**src/rtl/digit_step_counter_pkg.sv**
```systemverilog
// Shared widths, limits and direction codes for the digit step counter slice.
package digit_step_counter_pkg;

   localparam int unsigned DIGIT_W = 4;
   localparam int unsigned HEX_MAX = 15;
   localparam int unsigned BCD_MAX = 9;
   localparam int unsigned PCNT_W  = 8;

   localparam logic DIR_UP = 1'b1;
   localparam logic DIR_DN = 1'b0;

   // Clamp a loaded digit into the legal 0..max range.
   function automatic logic [DIGIT_W-1:0] sat_digit(input logic [DIGIT_W-1:0] v,
                                                    input logic [DIGIT_W-1:0] max);
      return (v > max) ? max : v;
   endfunction

endpackage

```
**src/rtl/digit_step_counter_prescale_tick.sv**
```systemverilog
// Prescaler: counts enabled clocks 0..PRESCALE-1 and flags the terminal edge.
module prescale_tick
   import digit_step_counter_pkg::*;
#(
   parameter int unsigned PRESCALE = 5
) (
   input  logic clk,
   input  logic reset,
   input  logic en,
   input  logic clr,
   output logic tick
);

   localparam logic [PCNT_W-1:0] LAST = PCNT_W'(PRESCALE - 1);

   logic [PCNT_W-1:0] pcnt_q;
   logic [PCNT_W-1:0] pcnt_d;

   // tick is decoded from pcnt_q so the counter steps on the same edge pcnt wraps
   always_comb begin
      pcnt_d = pcnt_q;
      tick   = 1'b0;
      if (clr) begin
         pcnt_d = '0;
      end else if (en) begin
         if (pcnt_q == LAST) begin
            pcnt_d = '0;
            tick   = 1'b1;
         end else begin
            pcnt_d = pcnt_q + 1'b1;
         end
      end
   end

   always_ff @(posedge clk or posedge reset) begin
      if (reset) begin
         pcnt_q <= '0;
      end else begin
         pcnt_q <= pcnt_d;
      end
   end

endmodule

```
**src/rtl/digit_step_counter.sv**
```systemverilog
// Up/down digit counter with load, wrap or stop-at-limit, and step/carry/done strobes.
module digit_step_counter
   import digit_step_counter_pkg::*;
#(
   parameter int unsigned PRESCALE      = 5,
   parameter int unsigned MAX_COUNT     = HEX_MAX,
   parameter bit          STOP_AT_LIMIT = 1'b0
) (
   input  logic               clk,
   input  logic               reset,
   input  logic               en,
   input  logic               up_dn,
   input  logic               load,
   input  logic [DIGIT_W-1:0] load_val,
   output logic [DIGIT_W-1:0] num,
   output logic               step,
   output logic               carry,
   output logic               done
);

   localparam logic [DIGIT_W-1:0] MAX_V = DIGIT_W'(MAX_COUNT);

   logic               tick;
   logic [DIGIT_W-1:0] num_q, num_d;
   logic               step_q, step_d;
   logic               carry_q, carry_d;
   logic               done_q, done_d;
   logic               at_top;
   logic               at_bot;

   prescale_tick #(
      .PRESCALE (PRESCALE)
   ) u_tick (
      .clk   (clk),
      .reset (reset),
      .en    (en),
      .clr   (load),
      .tick  (tick)
   );

   assign at_top = (num_q == MAX_V);
   assign at_bot = (num_q == '0);

   // Priority load > tick > hold; done tracks whether num sits on the limit it points at
   always_comb begin
      num_d   = num_q;
      step_d  = 1'b0;
      carry_d = 1'b0;
      done_d  = 1'b0;
      if (load) begin
         num_d = sat_digit(load_val, MAX_V);
      end else begin
         if (tick) begin
            if (up_dn == DIR_UP) begin
               if (!at_top) begin
                  num_d  = num_q + 1'b1;
                  step_d = 1'b1;
               end else if (!STOP_AT_LIMIT) begin
                  num_d   = '0;
                  step_d  = 1'b1;
                  carry_d = 1'b1;
               end
            end else begin
               if (!at_bot) begin
                  num_d  = num_q - 1'b1;
                  step_d = 1'b1;
               end else if (!STOP_AT_LIMIT) begin
                  num_d   = MAX_V;
                  step_d  = 1'b1;
                  carry_d = 1'b1;
               end
            end
         end
         done_d = STOP_AT_LIMIT &&
                  ((up_dn == DIR_UP) ? (num_d == MAX_V) : (num_d == '0));
      end
   end

   always_ff @(posedge clk or posedge reset) begin
      if (reset) begin
         num_q   <= '0;
         step_q  <= 1'b0;
         carry_q <= 1'b0;
         done_q  <= 1'b0;
      end else begin
         num_q   <= num_d;
         step_q  <= step_d;
         carry_q <= carry_d;
         done_q  <= done_d;
      end
   end

   assign num   = num_q;
   assign step  = step_q;
   assign carry = carry_q;
   assign done  = done_q;

endmodule

```
**config.mk**
```make
export PLATFORM = sky130hd
export DESIGN_NAME = digit_step_counter
export DESIGN_NICKNAME = d
export VERILOG_FILES = /design/src/rtl/digit_step_counter_pkg.sv /design/src/rtl/digit_step_counter_prescale_tick.sv /design/src/rtl/digit_step_counter.sv
export SDC_FILE = /design/constraint.sdc
export NUM_CORES = 1
export LEC_CHECK = 0
export BUFFER_PORTS_ARGS = -buffer_cell sky130_fd_sc_hd__buf_2
export CAP_MARGIN = 15
export CORE_ASPECT_RATIO = 0.9
export CORE_UTILIZATION = 45
export DETAILED_ROUTE_END_ITERATION = 10
export MAX_ROUTING_LAYER = met4
export PLACE_DENSITY = 0.67
export SLEW_MARGIN = 40
export SYNTH_ARGS = -nofsm -noshare
export SYNTH_HDL_FRONTEND = slang
export SYNTH_SLANG_ARGS = --single-unit
```
**constraint.sdc**
```tcl
create_clock -name clk -period 2.95 [get_ports clk]
set_input_delay 0.295 -clock clk [delete_from_list [all_inputs] [get_ports clk]]
set_output_delay 0.295 -clock clk [all_outputs]
set_load 0.05 [all_outputs]
```
Word-level counts from Yosys, hierarchy flattened
Cells that the tools add are included.
{"block": "word_totals", "reg_bits": 14, "in_bits": 9, "output_inout_bits": 7, "wordCells": 32}
{"block": "classes", "n_addsub": 3, "order_cmp": 1, "eq_ne": 2, "muxes": 19, "n_reduce_logical": 3}
{"op": "4-bit two-way mux", "n": 6}
{"op": "8-bit two-way mux", "n": 3}
{"op": "1-bit two-way mux", "n": 10}
{"op": "8-bit by 1-bit adder with 8-bit output (second input constant)", "n": 1}
{"op": "8-bit by 3-bit equality test with 1-bit output (second input constant)", "n": 1}
{"op": "4-bit by 1-bit adder with 4-bit output (second input constant)", "n": 1}
{"op": "4-bit equality test (second input constant)", "n": 1}
{"op": "4-bit > comparator (second input constant)", "n": 1}
{"op": "4-bit logical NOT", "n": 1}
{"op": "2-bit nonzero test", "n": 2}
{"op": "4-bit by 1-bit subtractor with 4-bit output (second input constant)", "n": 1}

Longest topological paths before layout
{"block": "depth", "word_depth": 6, "ltp_mapped": 7, "mapped_depth_nobuf": 6}

Cells and area by module
From an unflattened synthesis, not the netlist that was laid out.
{"block": "hier_totals", "cells_unflattened": 93, "hier_area_um2": 870.8}
{"module": "prescale_tick", "instances": 1, "cells_each": 50, "area_each_um2": 484.2, "seq_area_each_um2": 200.2}
{"module": "digit_step_counter", "instances": 1, "cells_each": 43, "area_each_um2": 386.6, "seq_area_each_um2": 150.1}

Worst setup path after synthesis
OpenSTA, ideal clock, no wires.
{"block": "synth_path", "path_kind": "flip-flop to flip-flop", "start": "register num_q[0] (netlist: num[0])", "end": "register num_q[0] (netlist: num[0])", "setup_ps": 79, "arrival_time_ps": 1661, "path_slack_ps": 1210, "stages_incl_launch_ff": 7, "path_buffers": 0, "period_less_slack_ps": 1740, "cell_sequence": "dfrtp_1 -> inv_1 -> ha_1 -> or3b_2 -> a21oi_1 -> o21ai_0 -> a2bb2oi_1"}
{"block": "synth_between", "elab_chain_cells": 5}
{"item": "start, declared", "line": "digit_step_counter.sv:24", "source": "logic [DIGIT_W-1:0] num_q, num_d;"}
{"item": "start signal, assigned", "line": "digit_step_counter.sv:86", "source": "num_q <= num_d;"}
{"item": "4-bit by 1-bit subtractor with 4-bit output (tied with other cells)", "line": "digit_step_counter.sv:65", "source": "num_d = num_q - 1'b1;"}
{"item": "4-bit two-way mux (on tied branches)", "line": "digit_step_counter.sv:64, digit_step_counter.sv:55"}
{"item": "4-bit two-way mux *", "line": "digit_step_counter.sv:54", "source": "if (up_dn == DIR_UP) begin"}
{"item": "4-bit two-way mux *", "line": "digit_step_counter.sv:53", "source": "if (tick) begin"}
{"item": "4-bit two-way mux *", "line": "digit_step_counter.sv:50", "source": "if (load) begin"}
Every way passes the cells marked *; elsewhere a longest branch is shown, timed or not. The select of a mux whose other input is x is not followed.
A chain may end at the register's enable or synchronous reset.

Worst setup path in the final report
{"block": "layout_path", "start": "register u_tick.pcnt_q[0]", "end": "register num_q[1] (netlist: num[1])"}
{"block": "layout_between", "elab_chain_cells": 5}
{"item": "start, declared", "line": "digit_step_counter_prescale_tick.sv:16", "source": "logic [PCNT_W-1:0] pcnt_q;"}
{"item": "start signal, assigned", "line": "digit_step_counter_prescale_tick.sv:39", "source": "pcnt_q <= pcnt_d;"}
{"item": "8-bit by 3-bit equality test with 1-bit output", "line": "digit_step_counter_prescale_tick.sv:26", "source": "if (pcnt_q == LAST) begin"}
{"item": "1-bit two-way mux", "line": "digit_step_counter_prescale_tick.sv:26"}
{"item": "1-bit two-way mux", "line": "digit_step_counter_prescale_tick.sv:25", "source": "end else if (en) begin"}
{"item": "1-bit two-way mux", "line": "digit_step_counter_prescale_tick.sv:23", "source": "if (clr) begin"}
{"item": "2-bit nonzero test (no line)"}
Every way passes these cells.

==> impl_metrics.tcl <==
set metrics [dict create \
    crit_chain "inv_1, ha_1, nor4b_4, and3b_1, mux2i_1, o21ai_1" \
    num_vias 717 \
    syn_area_um2 889.6 \
    ys.flop_type "dfrtp_1" \
    rows 14 \
    post-place-ws_ps 1211 \
    ff2ff_path_depth 6 \
    initial_core_util 0.5028 \
    finalCritPeriodShare 0.5969 \
    die_area_um2 2159 \
    relSlewSlack 0.6389 \
    timing.rr.end "num[1]$_DFFE_PP0P_" \
    grt_pass1_wl_um 2663 \
    cts_buffer_depth 2 \
    synth_cell_type_count 35 \
    p_leak_nw 0.4369 \
    cts_tree "built" \
    yosys.cell_count.top_type "dfrtp_1" \
    report.final.slew_viol_count 0 \
    required_ps 3120 \
    ys_async_sr_fraction 1.000 \
    max_stage_delay_ps 420 \
    grt_max_degree 18 \
    dieHeight_um 44.18 \
    viasPerCell 5.432 \
    hp-class "in -> async" \
    hold_slack_ps 33.08 \
    nets 122 \
    yosys.area.top_type_share 0.3938 \
    crit_buf_inv 1 \
    grt-ovfl-total 0 \
    final.fill_count 166 \
    maxCapViolCount 0 \
    clk_pin_slew_worst_paths_ps 90 \
    drt_iter0_markers 23 \
    irDropWorstVdd_uv 245.2 \
    ctsResizeCount 0 \
    grt_pass1_vias 595 \
    wirelength_um 1659 \
    cp_max_fo 8 \
    setup_slack_ps 1189 \
    grt_setup_unrepaired "no" \
    port_buffers 14 \
    critPathCaptureType "register" \
    area_growth_pct 10.41 \
    drc 0 \
    clock_skew_ps 3.281 \
    multi_input_area_um2 473.0 \
    max_freq_mhz 567.9 \
    place_hpwl_um 1188 \
    antenna_found_initial 0 \
    status "completed" \
    clkLatencyLatePin_ps 280 \
    power_density_nw_per_um2 449.2 \
    worstSetupPathType "reg -> reg" \
    cts_made_buffers 3 \
    gp_congestion 0.8666 \
    ctsHoldBuffers 0 \
    postCtsSetupBuffers 0 \
    drt-pass1-iter-count 4 \
    synth-seq-area-share 0.3938 \
    syn_inst 97 \
    htreeDepth 1 \
    cts.sinks 14 \
    tightest_slew_ps 541.1 \
    placeableCoreArea_um2 1769 \
    crit_family "simple AND/OR/NAND/NOR gates" \
    setup_viol 0 \
    routedWlPerCell_um 12.57 \
    die_w_um 48.87 \
    r2r_start "u_tick.pcnt_q[0]$_DFFE_PP0P_" \
    antenna_left 0 \
    slowest_stage "dfrtp_1" \
    cp.arrival_ps 1930 \
    syn-num-nets 110 \
    ys_ff_latch 14 \
    regArea_um2 350.3 \
    period_minus_slack_ps 1761 \
    tns_ps 0 \
    yosys-top-cells-count "dfrtp_1, nor2_1, nor3_1" \
    synth_warnings 0 \
    start_kind "register" \
    synth_area_leaders "dfrtp_1, ha_1, xnor2_1, nor3_1, a21oi_1" \
    synth_area_leader_cell "dfrtp_1" \
    final_util 0.5552 \
    drive_gt1_frac 0.1944 \
    syn_avg_cell_area_um2 9.171 \
    ios 16 \
    synth_edf_count 0 \
    hold_violations 0 \
    diodes 0 \
    gr-usage-all-layers 0.1768 \
    clock-root-buffer "clkbuf_4" \
    r2r_slack_ps 1190 \
]
[layer usage]
layer	track usage	wire, µm	vias to the layer above
li1	-	-	359
met4	0.05294	0	0
met2	0.2472	719	27
met1	0.2333	840	331
met3	0.07216	99	0
met5	-	0	-
[power breakdown]
part           total (W)  switching (W)  internal [W]
registers       0.000214      0.0000151      0.000199
logic          0.0000865      0.0000535     0.0000330
clock network   0.000140      0.0000651     0.0000752
total           0.000441       0.000134      0.000308
[worst max path at each step]
stage	from	end	slack [ps]	depth (start not counted)
detailed placement	u_tick.pcnt_q[0]$_DFFE_PP0P_	num[1]$_DFFE_PP0P_	1210	6
global route	u_tick.pcnt_q[0]$_DFFE_PP0P_	num[1]$_DFFE_PP0P_	1110	6
global placement	u_tick.pcnt_q[0]$_DFFE_PP0P_	num[1]$_DFFE_PP0P_	1290	6
floorplan	num[0]$_DFFE_PP0P_	num[0]$_DFFE_PP0P_	1210	6
CTS	u_tick.pcnt_q[0]$_DFFE_PP0P_	num[1]$_DFFE_PP0P_	1190	6
finish	u_tick.pcnt_q[0]$_DFFE_PP0P_	num[1]$_DFFE_PP0P_	1190	6
[final cells by class]
type,count,area share
clock buffer,4,0.03694
sequential,14,0.3567
timing repair buffer,14,0.07134
tap,24,0.03057
inverter,6,0.02293
multi-input combinational,70,0.4815
[stage by stage]
stage          total power (W)  area, µm²  std cells
2_1_floorplan        0.0002884      889.6         97
3_3_place_gp         0.0003042      945.9        128
3_5_place_dp         0.0003052      945.9        128
4_1_cts              0.0004481      982.2        132
5_1_grt              0.0004639      982.2        132
6_report             0.0004412      982.2        132
[placed cells by master, fill, tap and decap left out, types with 2 or more instances in the layout]
master and count:
nand2_1 6, a21oi_1 6, nand2b_1 2, dfrtp_1 14
ha_1 4, inv_1 6, nand3_1 2, nor3_1 8
a31oi_1 2, xor2_1 3, nand4b_1 2, clkbuf_4 3
nand4_1 2, xnor2_1 5, nor2_1 8, o21ai_0 4
buf_2 14
[sequential cells by signal (all words and copies together), names as in the netlist]
register / count
num: 4
step: 1
carry: 1
u_tick.pcnt_q: 8
[cell families (layout without fill, tap and decap cells)]
logic type	Yosys count	in the layout	synth area share
AND/OR/NAND/NOR	36	36	0.2363
AO/OA/AOI/OAI	19	19	0.1322
other	1	1	0.004215
multiplexers	2	2	0.02391
XOR/XNOR	8	8	0.07877
flip-flops	14	14	0.3938
buffers and inverters	13	24	0.07454
adder cells (fa/ha/maj)	4	4	0.05626
(Power assumes the default switching activity.)
